<file path="src/rtl/alu_top.sv">
// alu_top: board-level ALU wrapper for the TP1 FPGA design.
// Three input registers (operand A, operand B, opcode) share one data bus
// and load under individual enables; a combinational ALU drives the LEDs.
//
// Ports:
//   i_clk        system clock, all state on rising edge
//   i_reset      synchronous active-high reset (clears A, B, opcode)
//   i_data       shared input bus (operand value or opcode in its MSBs)
//   i_enable_1   load operand A from i_data
//   i_enable_2   load operand B from i_data
//   i_enable_3   load opcode from i_data[NB_DATA-1 -: NB_OP]
//   o_led_data   ALU result
//   o_led_carry  carry (ADD) / borrow (SUB), 0 otherwise
//   o_led_zero   1 when o_led_data == 0
module alu_top #(
    parameter int NB_DATA = 8,
    parameter int NB_LEDS = 8,
    parameter int NB_OP   = 6
) (
    input  logic               i_clk,
    input  logic               i_reset,
    input  logic [NB_DATA-1:0] i_data,
    input  logic               i_enable_1,
    input  logic               i_enable_2,
    input  logic               i_enable_3,
    output logic [NB_LEDS-1:0] o_led_data,
    output logic               o_led_carry,
    output logic               o_led_zero
);

    typedef enum logic [NB_OP-1:0] {
        OP_ADD = 6'b100000,
        OP_SUB = 6'b100010,
        OP_AND = 6'b100100,
        OP_OR  = 6'b100101,
        OP_XOR = 6'b100110,
        OP_NOR = 6'b100111,
        OP_SRA = 6'b000011,
        OP_SRL = 6'b000010
    } alu_op_e;

    logic [NB_DATA-1:0] a_q, a_d;
    logic [NB_DATA-1:0] b_q, b_d;
    logic [NB_OP-1:0]   op_q, op_d;

    logic [NB_DATA:0]   sum;
    logic [NB_DATA:0]   diff;
    logic [NB_DATA-1:0] result;
    logic               carry;

    // Input register next-state: each enable loads independently.
    always_comb begin
        a_d  = a_q;
        b_d  = b_q;
        op_d = op_q;
        if (i_enable_1) a_d  = i_data;
        if (i_enable_2) b_d  = i_data;
        if (i_enable_3) op_d = i_data[NB_DATA-1 -: NB_OP];
    end

    always_ff @(posedge i_clk) begin
        if (i_reset) begin
            a_q  <= '0;
            b_q  <= '0;
            op_q <= '0;
        end else begin
            a_q  <= a_d;
            b_q  <= b_d;
            op_q <= op_d;
        end
    end

    // Combinational ALU.
    always_comb begin
        sum    = {1'b0, a_q} + {1'b0, b_q};
        diff   = {1'b0, a_q} - {1'b0, b_q};
        result = '0;
        carry  = 1'b0;
        case (op_q)
            OP_ADD: begin
                result = sum[NB_DATA-1:0];
                carry  = sum[NB_DATA];
            end
            OP_SUB: begin
                result = diff[NB_DATA-1:0];
                // Borrow out of the widened subtraction equals (A < B).
                carry  = diff[NB_DATA];
            end
            OP_AND: result = a_q & b_q;
            OP_OR:  result = a_q | b_q;
            OP_XOR: result = a_q ^ b_q;
            OP_NOR: result = ~(a_q | b_q);
            // Shift amounts >= NB_DATA saturate to all sign bits / zero.
            OP_SRA: result = $signed(a_q) >>> b_q;
            OP_SRL: result = a_q >> b_q;
            default: begin
                result = '0;
                carry  = 1'b0;
            end
        endcase
    end

    assign o_led_data  = result;
    assign o_led_carry = carry;
    assign o_led_zero  = (result == '0);

endmodule

</file>
<file path="config.mk">
export PLATFORM = sky130hd
export DESIGN_NAME = alu_top
export DESIGN_NICKNAME = d
export VERILOG_FILES = /design/src/rtl/alu_top.sv
export SDC_FILE = /design/constraint.sdc
export NUM_CORES = 1
export LEC_CHECK = 0
export ABC_AREA = 1
export CORE_ASPECT_RATIO = 1.5
export CORE_MARGIN = 2
export CORE_UTILIZATION = 23
export DETAILED_ROUTE_END_ITERATION = 10
export SLEW_MARGIN = 20
export SYNTH_ARGS = -nofsm -noshare
export SYNTH_HDL_FRONTEND = slang
export SYNTH_SLANG_ARGS = --single-unit
</file>
<file path="constraint.sdc">
create_clock -name i_clk -period 5.3 [get_ports i_clk]
set_clock_uncertainty 0.15 [all_clocks]
set_input_delay 0.795 -clock i_clk [delete_from_list [all_inputs] [get_ports i_clk]]
set_output_delay 0.795 -clock i_clk [all_outputs]
set_load 0.01 [all_outputs]
</file>
---- Word level (Yosys, flattened, before mapping) ----
Index checks and enable logic that the tools add are counted.
storage, ports and cells
  logic and storage cells ................. 22
  register bits ........................... 22
  output and inout port bits .............. 10
cells by class
  equality and inequality tests ........... 8
  bitwise gates (word level) .............. 4
  muxes and demuxes ....................... 2
  shift-type cells ........................ 2
  $add $sub $neg .......................... 2
  reduce and logical (&&, ||, !) cells .... 1
operators by type and width
  kind                                                  count
  case mux 8 bit (8 select lines)                       1
  equality test 6 bit (second input constant)           6
  equality test 6 x 2 -> 1 bit (second input constant)  2
  adder 8 x 8 -> 9 bit                                  1
  subtractor 8 x 8 -> 9 bit                             1
  bitwise AND 8 bit                                     1
  logical NOT 8 bit                                     1
  NOT 8 bit                                             1
  OR 8 bit                                              1
  >> shifter 8 x 8 -> 8 bit                             1
  >>> shifter 8 x 8 -> 8 bit                            1
  XOR 8 bit                                             1
  case mux 1 bit (2 select lines)                       1

---- Logic depth before layout (Yosys ltp) ----
Gate-level depths: netlist (run 1).
  depth after elaboration ................. 4
  mapped depth ............................ 16

---- Worst setup path before layout (run 1) ----
No wires, ideal clock.
  path type ............................... reg2out
  start point ............................. reg b_q[2]
  end point ............................... out o_led_zero
  buffers on the path ..................... 1
  stages on the path, launching flop included .. 14
  setup slack ............................. 2.385 ns
  data arrival time ....................... 1.970 ns
  required time ........................... 4.355 ns
  path through ............................ dfxtp_1 -> inv_1 -> ha_1 -> buf_6 -> a21oi_2 -> inv_1 -> nand2_1 -> nand3b_1 -> or2_0 -> nand3_1 -> nand3_1 -> nor2_1 -> nand2_1 -> nor2_2
RTL lines
  what                                                     RTL line  source
  start: declaration                                       43        logic [NB_DATA-1:0] b_q, b_d;
  start signal: assignment                                 64        b_q <= '0;
  start signal: assignment                                 68        b_q <= b_d;
  subtractor 8 x 8 -> 9 bit, or another cell as far along  76        diff = {1'b0, a_q} - {1'b0, b_q};
  case mux 8 bit (8 select lines) (*)                      79        case (op_q)
  net o_led_data[5]                                        26        output logic [NB_LEDS-1:0] o_led_data,
  logical NOT 8 bit (*)                                    105       assign o_led_zero = (result == '0);
  end: declaration                                         28        output logic o_led_zero
Mark *: on every way through the listed nets, which the timed path passes. The rest lies on a longest branch.

---- Worst setup path in the final report (run 1) ----
  start point ............................. reg b_q[1]
  end point ............................... out o_led_zero
between the ends
  longest elaborated chain between the ends .. 4
RTL lines
  what                                                                               RTL line
  parallel branches: the longest is 2 deep, another holds subtractor 8 x 8 -> 9 bit  --
  case mux 8 bit (8 select lines) (*)                                                79
  logical NOT 8 bit (*)                                                              105
Mark *: on every way between the ends.

==> results of run 1 <==
==> where the power goes <==
part	internal, mW	leakage (nW)	switching, mW
registers	0.177	0.183	0.0192
logic	0.0852	1.19	0.152
clock network	0.150	0.0511	0.0667
total	0.413	1.43	0.238
==> cell usage in the layout (no fill, tap or decap), types with 2 or more instances in the layout <==
cell type,synthesis,routed
nand4_1,9,9
clkdlybuf4s50_1,0,22
dfxtp_1,22,22
clkbuf_16,0,3
nand2_2,2,2
nand3_1,58,58
nor2_1,74,74
nand3b_1,3,3
a21oi_2,3,3
a211oi_1,22,22
inv_1,47,47
nor2_2,4,4
fa_1,2,2
nand2_1,110,110
nor2_4,4,4
a21oi_1,14,14
o21ai_0,14,14
nor3_1,3,3
ha_1,24,24
inv_2,9,9
o21ai_1,3,3
==> Yosys cell counts <==
master and instances:
fa_1 2, a21oi_2 3, o21ai_1 3, clkbuf_1 3
or2_2 1, nor2_4 4, nor2_2 4, nand2_4 1
a21o_1 1, nand3_2 1, nand3b_1 3, inv_1 47
o21ai_0 14, nand3_1 58, clkinv_1 1, o211ai_1 1
dfxtp_1 22, or2_0 1, o21bai_2 1, nand4_1 9
nand2_1 110, nor2_1 74, o31ai_1 1, ha_1 24
nor3_1 3, buf_4 1, a21oi_1 14, nand2_2 2
nor3b_1 1, buf_6 1, a211oi_1 22, buf_1 2
inv_2 9, buf_2 4, xnor2_1 1
==> layout make-up <==
type | instances | area, µm²
Clock buffer | 3 | 75.1
Fill cell | 1230 | 8020
Timing Repair Buffer | 22 | 220
Clock inverter | 1 | 30.0
Multi-Input combinational cell | 359 | 1930
Inverter | 57 | 214
Tap cell | 147 | 184
Sequential cell | 22 | 440
==> kinds of logic after synthesis <==
group / count (synthesis)
simple gates: 272
compound gates: 60
xor+xnor: 1
flops: 22
buf+inv: 68
fa+ha+maj: 26
==> worst paths after layout <==
kind                                            from                   end  slack (ns)  cells past startpoint
worst min register to register  op_q[3]$_SDFFE_PP0P_  op_q[3]$_SDFFE_PP0P_        0.35                      2
worst max register to register   b_q[1]$_SDFFE_PP0P_   b_q[1]$_SDFFE_PP0P_        3.75                      2
worst max-delay path             b_q[1]$_SDFFE_PP0P_            o_led_zero        1.08                     13
worst min-delay path            op_q[3]$_SDFFE_PP0P_  op_q[3]$_SDFFE_PP0P_        0.35                      2
==> per-stage QoR <==
stage	std cells	cell area, µm²	power, mW
2_1_floorplan	449	2640	0.359
3_3_place_gp	607	2990	0.437
3_5_place_dp	607	2990	0.436
4_1_cts	611	3090	0.651
5_1_grt	611	3090	0.691
6_report	611	3090	0.651
==> metal layers <==
layer,track usage (%),wire length [µm]
met1,15.7,3380
met3,1.22,240
met2,30.6,5240
met4,9.93,609
met5,0,0
==> state kept, by name, summed over array words and instances (netlist names) <==
register,cells
op_q,6
a_q,8
b_q,8
==> critical path, stage by stage, from the launching register on <==
cell             delay, ns
dfxtp_1               0.78
inv_2                 0.23
ha_1                  0.44
inv_1                 0.08
nand3_1               0.08
nand3_1               0.11
nor2_1                0.10
o21ai_0               0.11
nor2_1                0.17
nand3_1               0.11
nor2_1                0.11
nand2_1               0.07
nor2_2                0.09
clkdlybuf4s50_1       0.53
==> results.json, run 1 <==
{
  "fin_util_pct": 27.8,
  "worstPathMaxFanout": 17,
  "ys_seq_elements": 22,
  "cts-root-buf": "clkbuf_16",
  "drtPass1Iterations": 4,
  "max_cap_viol_count": 0,
  "leakage_nw": 1.43,
  "min_period_ns": 4.22,
  "setup_slack_ns": 1.08,
  "fin_crit_sh_pct": 79.6,
  "start_util_pct": 23.8,
  "synth-adder-area-share_pct": 12.9,
  "min_path_type": "register to register",
  "synth_xor_area_share_pct": 0.332,
  "synthSimpleGateAreaFrac_pct": 45.4,
  "drt-wirelength-per-cell_um": 15.5,
  "fin_tns_setup_ns": 0,
  "die_w_um": 91.5,
  "synth.distinct_cells": 35,
  "postCtsSetupBuffers": 0,
  "ios": 23,
  "cts_resized": 0,
  "drc": 0,
  "layout-drive-gt1-share_pct": 6.47,
  "cts.sinks": 22,
  "cp.arrival_ns": 3.27,
  "grt_antenna_before_repair": 0,
  "dieArea_mm2": 0.0124,
  "core_area_mm2": 0.0111,
  "hpwl_um": 8000,
  "clk_pin_slew_worst_paths_ns": 0.06,
  "netlist_instances": 449,
  "crit_required_ns": 4.36,
  "die_h_um": 135,
  "seq_area_frac_synth_pct": 16.7,
  "timing.fmax_ghz": 0.237,
  "rsz0062_at_grt": "no",
  "holdWs_ns": 0.353,
  "finalSetupViolCount": 0,
  "drt-total-wl_um": 9470,
  "globalplace.congestion": 0.991,
  "synth_top_family_by_area": "simple AND/OR/NAND/NOR gates",
  "synth_mux_area_share_pct": 0,
  "relSlewSlack_pct": 43.0,
  "critPathCaptureType": "output pin",
  "cts_tree": "done",
  "fin_nets": 504,
  "worstMarginPinSlew_ns": 0.853,
  "preCtsSetupSlack_ns": 1.39,
  "grt_pass1_wl_um": 15300,
  "grt_pass1_vias": 3045,
  "drtIter0Drc": 206,
  "yosys-top-cells-area": "dfxtp_1 17%, nand2_1 16%, ha_1 11%",
  "rows": 47,
  "criticalPathCategory": "register to output pin",
  "clk_latency_ns": 0.26,
  "area_growth_syn_to_layout_pct": 17.1,
  "slew_viol_final": 0,
  "p_per_area_mw_per_mm2": 211,
  "status": "finished, final reports clean",
  "overflow": 0,
  "cts_buffers": 3,
  "synth-compound-area-share_pct": 14.4,
  "drtAntennaViolNets": 0,
  "postSynthAreaPerCell_um2": 5.88,
  "cts_max_level": 1,
  "hold_viol": 0,
  "vias_per_cell": 4.87,
  "synth_nets": 488,
  "grt_max_degree": 23,
  "port_buffers": 22,
  "cts_hold_buf": 0,
  "syn_area_mm2": 0.00264,
  "critPathLaunchType": "register",
  "grt_usage_pct": 15.7,
  "via_count": 2975,
  "cts_buffer_depth": 2,
  "synth_top_area_share_pct": 16.7,
  "synth_top_area_cell": "dfxtp_1",
  "yosysWarnings": 0,
  "ir_drop_mv": 0.141,
  "antenna_cells": 0
}
Note: power is estimated with default switching activity, not from simulation.
==> inputs of run 2 (changes only) <==
==> constraint.sdc (replaced) <==
create_clock -name i_clk -period 3.4 [get_ports i_clk]
set_clock_uncertainty 0.15 [all_clocks]
set_input_delay 0.51 -clock i_clk [delete_from_list [all_inputs] [get_ports i_clk]]
set_output_delay 0.51 -clock i_clk [all_outputs]
set_load 0.01 [all_outputs]
==> run 2 against run 1 <==
Against the previous run: sequential share of layout area shrank 0.49 points; flip-flop and latch count is the same; core utilization grew 1.2 points; final cell count grew 2.3%; worst setup slack lost 0.99 ns; via count grew 4.7%; worst hold slack lost 0.0023 ns; first-iteration DRC count shrank 8.3%; routed wire length grew 2.4%; total power grew 52%; combinational power grew 75%; critical path type unchanged; largest power group unchanged.
==> results.json, run 2 (same netlist as run 1, synthesis figures left out) <==
{
  "switchingPower_mw": 0.376,
  "fin_crit_sh_pct": 97.2,
  "relSlewSlack_pct": 38.3,
  "drtIter0Drc": 189,
  "crit_start": "op_q[2]$_SDFFE_PP0P_",
  "p_int_mw": 0.611,
  "cp.arrival_ns": 2.64,
  "timing.fmax_ghz": 0.303,
  "clkPwrFrac_pct": 27.6,
  "ff2ff_path_depth": 4,
  "holdWs_ns": 0.351,
  "drt-wirelength-per-cell_um": 15.5,
  "core_area_mm2": 0.0111,
  "postCtsSetupBuffers": 0,
  "critPathLaunchType": "register",
  "cts_buffer_depth": 2,
  "start_util_pct": 23.8,
  "cts_max_level": 1,
  "place_area_mm2": 0.00309,
  "rrSetupSlack_ns": 2.12,
  "rsz0062_at_grt": "no",
  "rows": 47,
  "p_seq_share_pct": 30.2,
  "crit_family": "simple AND/OR/NAND/NOR gates",
  "critical_path_buf_inv_count": 2,
  "p_per_area_mw_per_mm2": 306,
  "clk_latency_ns": 0.25,
  "drtAntennaViolNets": 0,
  "crit_top_cell": "nand2_1",
  "cts_tree": "done",
  "cts_buffers": 3,
  "worstMarginPinSlew_ns": 0.923,
  "ios": 23,
  "grt_antenna_before_repair": 0,
  "drc": 0,
  "crit_chain": "nor2_1 > nand2_1 > nor2_2 > nand2_1 > inv_1 > nand2_1 > nor3_1 > nor2_1 > nand3_2 > clkdlybuf4s50_1",
  "min_period_ns": 3.30,
  "via_count": 3115,
  "die_h_um": 135,
  "slew_viol_final": 0,
  "layout-drive-gt1-share_pct": 12.1,
  "fin_area_mm2": 0.00323,
  "hpwl_um": 7940,
  "cts_hold_buf": 0,
  "min-delay-start": "op_q[2]$_SDFFE_PP0P_",
  "whs_path_depth": 2,
  "cts.sinks": 22,
  "area_growth_syn_to_layout_pct": 22.3,
  "die_w_um": 91.5,
  "port_buffers": 22,
  "drt-total-wl_um": 9700,
  "top_regs": "a_q x8, b_q x8, op_q x6",
  "overflow": 0,
  "ir_drop_mv": 0.193,
  "clk_pin_slew_worst_paths_ns": 0.06,
  "grt_max_degree": 23,
  "drtPass1Iterations": 5,
  "globalplace.congestion": 1.05,
  "grt_pass1_wl_um": 15500,
  "seq_area_um2": 444,
  "layout_common_cells": "109 x nand2_1, 72 x nor2_1, 57 x nand3_1, 47 x inv_1, 22 x a211oi_1",
  "grt_usage_pct": 15.8,
  "min_path_type": "register to register",
  "critPathCaptureType": "output pin",
  "dieArea_mm2": 0.0124,
  "pwr-share-comb_pct": 42.2,
  "cts-root-buf": "clkbuf_16",
  "antenna_cells": 0,
  "fin_nets": 518,
  "swShare_pct": 38.1,
  "hold_viol": 0,
  "slowest_stage": "clkdlybuf4s50_1",
  "finalSetupViolCount": 0,
  "whs_endpoint": "op_q[2]$_SDFFE_PP0P_",
  "criticalPathCategory": "register to output pin",
  "fin_tns_setup_ns": 0,
  "grt_pass1_vias": 3096,
  "worstPathMaxFanout": 3,
  "slowest_delay_ns": 0.56,
  "status": "finished, final reports clean",
  "r2r_end": "b_q[0]$_SDFFE_PP0P_",
  "final_common_cell": "nand2_1",
  "fillers": 1222,
  "r2r-start": "b_q[0]$_SDFFE_PP0P_",
  "crit_required_ns": 2.74,
  "multiInputGateArea_mm2": 0.00197,
  "max_cap_viol_count": 0,
  "leakage_nw": 1.51,
  "vias_per_cell": 4.98
}
==> run 2: changes by cell type in the layout (fill, tap and decap cells not counted), sizes merged <==
cell           before  now
buf                 0   14
bufinv              1    0
clkbuf              3    4
clkdlybuf4s15       0    1
clkdlybuf4s50      22   20
dlymetal6s2s        0    1
==> run 2: worst max path at each step <==
stage	to	cells after the start
finish	o_led_data[7]	10
global route	o_led_zero	15
CTS	o_led_carry	9
detailed placement	o_led_zero	14
global placement	o_led_zero	13
floorplan	o_led_zero	13
==> run 2: routing by layer <==
layer	vias to the layer above	GRT usage (%)	part of all wire (%)
met4	0	7.91	5.0
met2	114	31.6	55
li1	1532	-	-
met5	-	0	0
met3	29	1.34	3.5
met1	1440	16.0	37
==> run 2: final cells by class <==
cell class / count / share of cell area, %
inverter: 57 / 6.63
sequential: 22 / 13.8
tap: 147 / 5.70
timing repair buffer: 36 / 10.2
multi-input combinational: 359 / 61.0
clock buffer: 4 / 2.75
==> run 2: per-stage QoR <==
step / utilization [%] / std cells / power (mW) / worst slack, ns
2_1_floorplan: - / 449 / 0.560 / 0.770
3_3_place_gp: 27.8 / 621 / 0.697 / 0.0759
3_5_place_dp: 27.8 / 621 / 0.702 / 0.0827
4_1_cts: 28.8 / 625 / 0.975 / 0.000860
5_1_grt: 29.0 / 625 / 1.05 / 0.0100
6_report: 29.0 / 625 / 0.987 / 0.0953
==> run 2: worst register-to-register path: cells and delay by family, from the launching register on <==
kind                   cells  cell delay (ns)
AO/OA/AOI/OAI              1             0.22
buffers and inverters      3             0.47
flip-flops                 1             0.36
==> run 2: repair_timing <==
action,4_1_cts,5_1_grt
gates cloned,0,0
setup endpoints to repair,2,4
pin swaps,0,0
resized for setup,11,8
==> run 2: power groups by stage <==
stage	combinational [mW]	sequential, mW	clock, mW
5_1_grt	0.462	0.301	0.289
4_1_cts	0.401	0.298	0.277
2_1_floorplan	0.259	0.301	0
3_3_place_gp	0.396	0.302	0
3_5_place_dp	0.399	0.303	0
6_report	0.416	0.298	0.272
==> inputs of run 3 (changes only) <==
--- a/config.mk
+++ b/config.mk
@@ -6,10 +6,10 @@
 export NUM_CORES = 1
 export LEC_CHECK = 0
 export ABC_AREA = 1
-export CORE_ASPECT_RATIO = 1.5
 export CORE_MARGIN = 2
 export CORE_UTILIZATION = 23
 export DETAILED_ROUTE_END_ITERATION = 10
+export GPL_ROUTABILITY_DRIVEN = 1
 export SLEW_MARGIN = 20
 export SYNTH_ARGS = -nofsm -noshare
 export SYNTH_HDL_FRONTEND = slang
==> run 3 against run 2 <==
Against the previous run: global-route usage down 0.88 points; final cell count stayed put; worst hold slack better by 0.0087 ns; clock-buffer cell count unchanged; highest routed layer unchanged.
==> results.json, run 3 (same netlist as run 1, synthesis figures left out) <==
{
  "status": "finished, final reports clean",
  "vias_per_cell": 4.89,
  "fillers": 1255,
  "ir_drop_mv": 0.240,
  "holdWs_ns": 0.359,
  "clk_pin_slew_worst_paths_ns": 0.06,
  "wl_met3_um": 350,
  "finalSetupViolCount": 0,
  "drt-wirelength-per-cell_um": 14.8,
  "met1Wirelength_um": 4370,
  "fin_crit_sh_pct": 94.8,
  "critPathCaptureType": "output pin",
  "cp.arrival_ns": 2.56,
  "worstPathMaxFanout": 6,
  "criticalPathCategory": "register to output pin",
  "start_util_pct": 23.3,
  "worstMarginPinSlew_ns": 0.858,
  "overflow": 0,
  "die_h_um": 111,
  "die_w_um": 111,
  "grt_antenna_before_repair": 0,
  "grt_pass1_wl_um": 15100,
  "rrSetupSlack_ns": 2.15,
  "layout-drive-gt1-share_pct": 12.0,
  "relSlewSlack_pct": 42.7,
  "grt_pass1_vias": 2939,
  "clk_latency_ns": 0.25,
  "cts_tree": "done",
  "fin_tns_setup_ns": 0,
  "critPathLaunchType": "register",
  "drc": 0,
  "area_growth_syn_to_layout_pct": 23.4,
  "rsz0062_at_grt": "no",
  "drtAntennaViolNets": 0,
  "grt_usage_pct": 14.9,
  "hold_viol": 0,
  "wl_met2_um": 4310,
  "cts-root-buf": "clkbuf_16",
  "hpwl_um": 7480,
  "drt-total-wl_um": 9240,
  "grt_max_degree": 23,
  "port_buffers": 22,
  "min_path_type": "register to register",
  "antenna_cells": 0,
  "preCtsSetupSlack_ns": 0.0303,
  "p_per_area_mw_per_mm2": 305,
  "ios": 23,
  "dieArea_mm2": 0.0124,
  "slew_viol_final": 0,
  "cts_buffers": 3,
  "cts_hold_buf": 0,
  "top_regs": "a_q x8, b_q x8, op_q x6",
  "dr.max_layer_used": "met4",
  "min_period_ns": 3.22,
  "ff2ff_path_depth": 3,
  "drtIter0Drc": 303,
  "globalplace.congestion": 0.980,
  "via_count": 3057,
  "cts_max_level": 1,
  "drtPass1Iterations": 5,
  "whs_path_depth": 2,
  "max_cap_viol_count": 0,
  "layout_common_cells": "110 x nand2_1, 73 x nor2_1, 58 x nand3_1, 47 x inv_1, 22 x a211oi_1",
  "rows": 39,
  "final_common_cell": "nand2_1",
  "cts_buffer_depth": 2,
  "timing.fmax_ghz": 0.310,
  "fin_nets": 522,
  "setup_slack_ns": 0.178,
  "cts.sinks": 22,
  "postCtsSetupBuffers": 0,
  "core_area_mm2": 0.0113,
  "leakage_nw": 1.56,
  "crit_required_ns": 2.74
}
[run 3: area by class of cell]
type	count	area (µm²)	area share, %
clock buffers	4	88.8	2.73
inverters	57	214	6.57
multi-input cells	359	1970	60.4
flip-flops and latches	22	444	13.6
well taps	143	179	5.49
repair buffers	40	363	11.1
[run 3: report_power, final]
group	switching, mW	internal (mW)	leakage (nW)
Clock	0.0979	0.180	0.0442
Combinational	0.259	0.159	1.34
Sequential	0.0197	0.277	0.184
[run 3: worst paths after layout]
check | start | endpoint
max | b_q[6]$_SDFFE_PP0P_ | o_led_data[7]
min | op_q[2]$_SDFFE_PP0P_ | op_q[2]$_SDFFE_PP0P_
max reg2reg | b_q[0]$_SDFFE_PP0P_ | b_q[0]$_SDFFE_PP0P_
min reg2reg | op_q[2]$_SDFFE_PP0P_ | op_q[2]$_SDFFE_PP0P_
[run 3: stage by stage]
stage	utilization (%)	power (mW)	cells	instance area [µm²]
floorplan	-	0.560	449	2640
global placement	27.5	0.700	621	3120
detailed placement	27.5	0.701	621	3120
CTS	28.5	0.983	625	3230
global route	28.8	1.05	625	3260
finish	28.8	0.992	625	3260
[run 3: per-layer routing]
| metal | global-route usage, % | up-vias |
|---|---|---|
| met1 | 20.3 | 1418 |
| met3 | 1.04 | 14 |
| li1 | - | 1531 |
| met2 | 25.6 | 94 |
| met5 | 0 | - |
| met4 | 4.12 | 0 |
[run 3: repair_timing]
item                       in CTS  in global routing
pin swaps                       0                  1
gates resized for setup         9                  9
setup endpoints to repair       4                  5
[run 3: critical path, stage by stage, from the launching register on]
cell and delay, ns:
dfxtp_1 0.40, inv_1 0.11, ha_1 0.37, inv_1 0.21, o21ai_0 0.14, a21oi_1 0.21
nand2_1 0.07, nand2_1 0.06, nand3_1 0.07, nand3_2 0.10, clkdlybuf4s50_1 0.56
